## src/rtl/layer_feeder.sv

```systemverilog
// Collects one activation vector into a registered bank, waits for the node
// datapath to settle, then presents the ReLU-clamped node result.
module layer_feeder #(
  parameter int unsigned NUM_IN = 30,
  parameter int unsigned SETTLE = 4
) (
  input  logic                   clk,
  input  logic                   rst_n,
  input  logic [31:0]            in_data,
  input  logic                   in_valid,
  input  logic                   in_last,
  output logic                   in_ready,
  output logic [32*NUM_IN-1:0]   a_bus,
  input  logic [31:0]            node_out,
  output logic [31:0]            out_data,
  output logic                   out_valid,
  input  logic                   out_ready,
  output logic                   len_err
);

  localparam int unsigned DW       = 32;
  localparam int unsigned IDX_W    = (NUM_IN > 1) ? $clog2(NUM_IN) : 1;
  localparam int unsigned CNT_W    = 4;
  localparam int unsigned LAST_IDX = NUM_IN - 1;

  typedef enum logic [1:0] {
    ST_FILL   = 2'd0,
    ST_SETTLE = 2'd1,
    ST_HOLD   = 2'd2
  } state_t;

  state_t             state_q;
  state_t             state_d;
  logic [IDX_W-1:0]   idx_q;
  logic [IDX_W-1:0]   idx_d;
  logic [CNT_W-1:0]   cnt_q;
  logic [CNT_W-1:0]   cnt_d;
  logic               wr_en;
  logic               zero_tail;
  logic               capture;
  logic               len_err_d;
  logic               out_valid_d;
  logic               in_ready_d;
  logic [31:0]        out_data_d;

  logic xfer;
  logic at_last;
  logic end_vec;

  // in_ready is only ever high in FILL, so a transfer implies FILL
  assign xfer    = in_valid & in_ready;
  assign at_last = (idx_q == IDX_W'(LAST_IDX));
  assign end_vec = xfer & (in_last | at_last);

  always_ff @(posedge clk or negedge rst_n) begin
    if (!rst_n) state_q <= ST_FILL;
    else        state_q <= state_d;
  end

  always_comb begin
    state_d = state_q;
    case (state_q)
      ST_FILL:   if (end_vec)              state_d = ST_SETTLE;
      ST_SETTLE: if (cnt_q == '0)          state_d = ST_HOLD;
      ST_HOLD:   if (out_valid & out_ready) state_d = ST_FILL;
      default:                             state_d = ST_FILL;
    endcase
  end

  // Control decode and next values for the registered outputs
  always_comb begin
    wr_en       = 1'b0;
    zero_tail   = 1'b0;
    capture     = 1'b0;
    len_err_d   = 1'b0;
    idx_d       = idx_q;
    cnt_d       = cnt_q;
    out_valid_d = out_valid;
    in_ready_d  = (state_d == ST_FILL);
    case (state_q)
      ST_FILL: begin
        if (xfer) begin
          wr_en = 1'b1;
          if (end_vec) begin
            idx_d     = '0;
            cnt_d     = CNT_W'(SETTLE - 1);
            zero_tail = in_last & ~at_last;
            len_err_d = in_last ^ at_last;
          end else begin
            idx_d = idx_q + IDX_W'(1);
          end
        end
      end
      ST_SETTLE: begin
        if (cnt_q == '0) begin
          capture     = 1'b1;
          out_valid_d = 1'b1;
        end else begin
          cnt_d = cnt_q - CNT_W'(1);
        end
      end
      ST_HOLD: begin
        if (out_ready) out_valid_d = 1'b0;
      end
      default: out_valid_d = 1'b0;
    endcase
  end

  // Sign bit set (including -0.0) clamps the result to +0.0
  assign out_data_d = capture ? (node_out[31] ? 32'd0 : node_out) : out_data;

  always_ff @(posedge clk or negedge rst_n) begin
    if (!rst_n) begin
      idx_q     <= '0;
      cnt_q     <= '0;
      out_valid <= 1'b0;
      in_ready  <= 1'b0;
      len_err   <= 1'b0;
      out_data  <= '0;
    end else begin
      idx_q     <= idx_d;
      cnt_q     <= cnt_d;
      out_valid <= out_valid_d;
      in_ready  <= in_ready_d;
      len_err   <= len_err_d;
      out_data  <= out_data_d;
    end
  end

  // Activation bank; a short vector clears every word past the last one written
  always_ff @(posedge clk or negedge rst_n) begin
    if (!rst_n) begin
      a_bus <= '0;
    end else begin
      for (int k = 0; k < NUM_IN; k++) begin
        if (wr_en && (idx_q == IDX_W'(k)))
          a_bus[k*DW +: DW] <= in_data;
        else if (zero_tail && (IDX_W'(k) > idx_q))
          a_bus[k*DW +: DW] <= '0;
      end
    end
  end

endmodule

```

## config.mk

```make
export PLATFORM = sky130hd
export DESIGN_NAME = layer_feeder
export DESIGN_NICKNAME = d
export VERILOG_FILES = /design/src/rtl/layer_feeder.sv
export SDC_FILE = /design/constraint.sdc
export NUM_CORES = 1
export LEC_CHECK = 0
export CAP_MARGIN = 20
export CELL_PAD_IN_SITES_DETAIL_PLACEMENT = 1
export CELL_PAD_IN_SITES_GLOBAL_PLACEMENT = 1
export CORE_AREA = 2 2 416 418
export CTS_BUF_LIST = sky130_fd_sc_hd__clkbuf_2
export CTS_CLUSTER_DIAMETER = 60
export CTS_CLUSTER_SIZE = 12
export DETAILED_ROUTE_END_ITERATION = 10
export DIE_AREA = 0 0 418 420
export GPL_ROUTABILITY_DRIVEN = 0
export PLACE_DENSITY = 0.55
export SLEW_MARGIN = 25
export SYNTH_ARGS = -nofsm -noshare
export SYNTH_HDL_FRONTEND = slang
export SYNTH_SLANG_ARGS = --single-unit
```

## constraint.sdc

```tcl
create_clock -name clk -period 3.15 [get_ports clk]
set_clock_uncertainty 0.15 [all_clocks]
set_input_delay 0.315 -clock clk [delete_from_list [all_inputs] [get_ports clk]]
set_output_delay 0.315 -clock clk [all_outputs]
set_load 0.01 [all_outputs]
```

==> flow_summary.toml, run 1 <==
[hold_path]
min_path_type = "in2reg"
holdPathStages = 5
min_to = "a_bus[452]"
hold_start = "in_data[4]"

[setup_path]
crit_chain = "buf_4 > inv_1 > ha_1 > or4_1 > a211oi_1 > o21ai_4 > buf_12 > a22o_1"
critPathLaunchType = "register"
critical_path_class = "reg2reg"
critPathRequiredTime_ns = 4.44
critPathArrivalTime_ns = 4.13
path_max_fanout = 22
crit_family = "compound AO/OA/AOI/OAI gates"
critPathMaxStageDelay_ns = 0.49
r2r_end = "a_bus[283]"
r2r-start = "idx_q[0]"
rr_worst_depth = 8
worst-r2r-setup-slack_ns = 0.32
cp.buffers_inverters = 3
critPathCaptureType = "register"
critPathSlowestCell = "or4_1"

[clock_tree]
cts.clk_slew.worst_paths_ns = 0.25
cts.sink_count = 1005
cts_tree = "yes"
clockBufferDepth = 3
cts_buffers = 112
htree_levels = 3
cts_root_buffer = "clkbuf_2"
clock_latency_ns = 1.53

[floorplanning]
die_x_um = 418
rows = 152
die_area_sq_mm = 0.176
die_y_um = 420
pin_count = 1064
start_util = 0.217
core_sq_mm = 0.171

[synthesis]
syn_area_sq_mm = 0.0372
yosysWarnings = 0
synth-seq-cells = 1005
avgSynthCellArea_sq_um = 13.7
synth-edff-count = 0
ys_seq_area_frac = 0.677
syn_inst = 2705
async_flop_share = 1.00
synth_cell_types = 49
synth_ff_type = "dfrtp_1"
synth_nets = 2781

[timing]
setup_tns_ns = 0
min_period_ns = 2.83
layout_setup_ws_ns = 0.319
max-slew-margin-rel = 0.235
slew_viol_final = 0
rsz0062_at_grt = "false"
hold_viol = 0
worst_pin_slew_ns = 1.14
fin_crit_sh = 0.899
setup_violations = 0
fmaxAchievable_mhz = 353
whs_ns = 0.345

[layout]
stdcell_area_sq_mm = 0.0565
area_delta_synth_final_pct = 52.1
layout-drive-gt1-share = 0.245
register_area_sq_mm = 0.0252
fillers = 18572
layout.nets = 4362
multiInputGateArea_sq_mm = 0.0110

[pwr]
swShare = 0.359
p_comb_frac = 0.329
powerDensity_mw_per_mm2 = 605
peakVddDrop_v = 0.000350
p_leak_nw = 28.4
switchingPower_mw = 12.3
p_seq_frac = 0.471
clkPwrFrac = 0.200
power.internal_mw = 21.9

[place]
pre_cts_slack_ns = 0.0262
portBuffers = 1062
place_hpwl_um = 135000
postPlaceCellArea_sq_mm = 0.0515

[grt]
gr-total-overflow = 0
antenna_found_initial = 10
grt_max_degree = 64
grt_usage = 0.225
grt_pass1_vias = 34111
grt_pass1_wl_um = 280000

[detailed_routing]
wl_um = 204000
vias_per_cell = 4.93
drcViolationCount = 0
wl_per_cell_um = 30.9
antenna_left = 0
first_iter_violations = 2373
drt_pass1_iterations = 5
vias = 32468

[status]
outcome = "complete, no violations"

[run]
drv_cap = 0
[cell families after synthesis]
| family | Yosys count | synth area share |
|---|---|---|
| compound gates | 1112 | 0.251 |
| xor+xnor | 2 | 0.000471 |
| fa+ha+maj | 7 | 0.00236 |
| buf+inv | 336 | 0.0372 |
| flops | 1005 | 0.677 |
| other cells | 1 | 0.000101 |
| simple gates | 242 | 0.0320 |
[tightest hold or removal path: cells and delay by family]
| kind | cells | cell delay (ns) |
|---|---|---|
| AO/OA/AOI/OAI | 1 | 0.29 |
| buffers and inverters | 4 | 1.49 |
[layout by cell type (no fill, tap or decap), types with 7 or more instances in the layout]
cell / n
bufinv_16: 7
clkdlybuf4s15_2: 150
clkdlybuf4s15_1: 260
ha_1: 7
clkinv_1: 9
clkdlybuf4s50_1: 35
buf_12: 56
nand3_1: 11
o21ai_0: 42
buf_16: 8
nand2b_1: 35
a21oi_1: 9
dlygate4sd3_1: 188
a22oi_1: 64
buf_4: 481
clkinv_4: 8
o211ai_1: 67
clkinv_2: 11
clkbuf_2: 123
inv_1: 8
nor3_4: 8
a22o_1: 897
nor2_1: 15
dlygate4sd2_1: 480
nor2_4: 14
buf_2: 135
nand2_1: 120
dfrtp_1: 1001
[flip-flops by register name, summed over array words and instances, names as in the netlist]
name	cells
a_bus	960
out_data	31
idx_q	5
cnt_q	4
state_q	2
in_ready	1
len_err	1
out_valid	1
[layer usage]
layer / up-vias / share of wire / track usage
met2: 1247 / 0.49 / 0.379
met1: 17491 / 0.40 / 0.276
li1: 13363 / - / -
met3: 357 / 0.059 / 0.0453
met4: 10 / 0.048 / 0.107
met5: - / 0.00032 / 0
[layout make-up]
type	count	share of cell area
clock inverter	51	0.00923
timing repair buffer	1794	0.290
antenna	3	0.000133
tap	2233	0.0494
inverter	9	0.000598
multi-input combinational	1364	0.195
clock buffer	123	0.0109
sequential	1005	0.445
[how the worst max path moves through the flow]
stage | depth (start not counted) | from | endpoint | slack, ns
floorplan | 12 | idx_q[3] | a_bus[609] | 0.23
global placement | 9 | in_last | a_bus[365] | -0.01
detailed placement | 9 | in_last | a_bus[931] | 0.03
CTS | 1 | a_bus[775] | a_bus[775] | 0.000002
global route | 1 | out_data[25] | out_data[25] | 0.08
finish | 8 | idx_q[0] | a_bus[283] | 0.32
[repair_timing]
item,4_1_cts,5_1_grt
hold buffers,205,1
endpoints found under the setup margin,994,0
resized for setup,1870,0
buffers inserted,332,0
endpoints found under the hold margin,2010,14
[metrics by stage]
step	total power [mW]	std cells	util
2_1_floorplan	20.4	2705	-
3_3_place_gp	27.3	5867	0.301
3_5_place_dp	27.5	5867	0.301
4_1_cts	34.5	6578	0.330
5_1_grt	35.9	6581	0.331
6_report	34.2	6582	0.331
[cell usage after synthesis (2+ instances only)]
master	n	area (sq um)
a211o_1	2	17.5
a211oi_1	2	15.0
a21o_1	3	22.5
a21oi_1	13	65.1
a22o_1	897	7860
a22oi_1	65	488
a31oi_1	4	25.0
and2_1	2	12.5
buf_1	7	26.3
buf_2	87	435
clkbuf_1	231	867
dfrtp_1	1005	25100
ha_1	7	87.6
inv_1	8	30.0
nand2_1	125	469
nand2b_1	35	219
nand3_1	12	60.1
nand3b_1	2	15.0
nor2_1	29	109
nor2b_1	3	18.8
nor3_1	11	55.1
nor3_2	9	90.1
nor3b_1	2	15.0
nor4_2	3	37.5
o211ai_1	67	503
o21ai_0	42	210
o21ai_1	6	30.0
or2_2	3	18.8
or3_1	2	12.5
xor2_1	2	17.5
[power groups by stage]
stage | Clock, mW | Sequential [mW] | Combinational [mW]
4_1_cts | 7.17 | 16.0 | 11.3
5_1_grt | 7.62 | 16.3 | 12.0
3_5_place_dp | 0 | 16.4 | 11.1
3_3_place_gp | 0 | 16.4 | 11.0
2_1_floorplan | 0 | 17.1 | 3.26
6_report | 6.84 | 16.1 | 11.2
Power figures use the tool's default switching activity.
==> run 2: changes to the inputs <==
Settings changed: GPL_ROUTABILITY_DRIVEN 0 to 1.
==> results of run 2 <==
No change in the layout: final DEF, timing and power equal those of run 1.
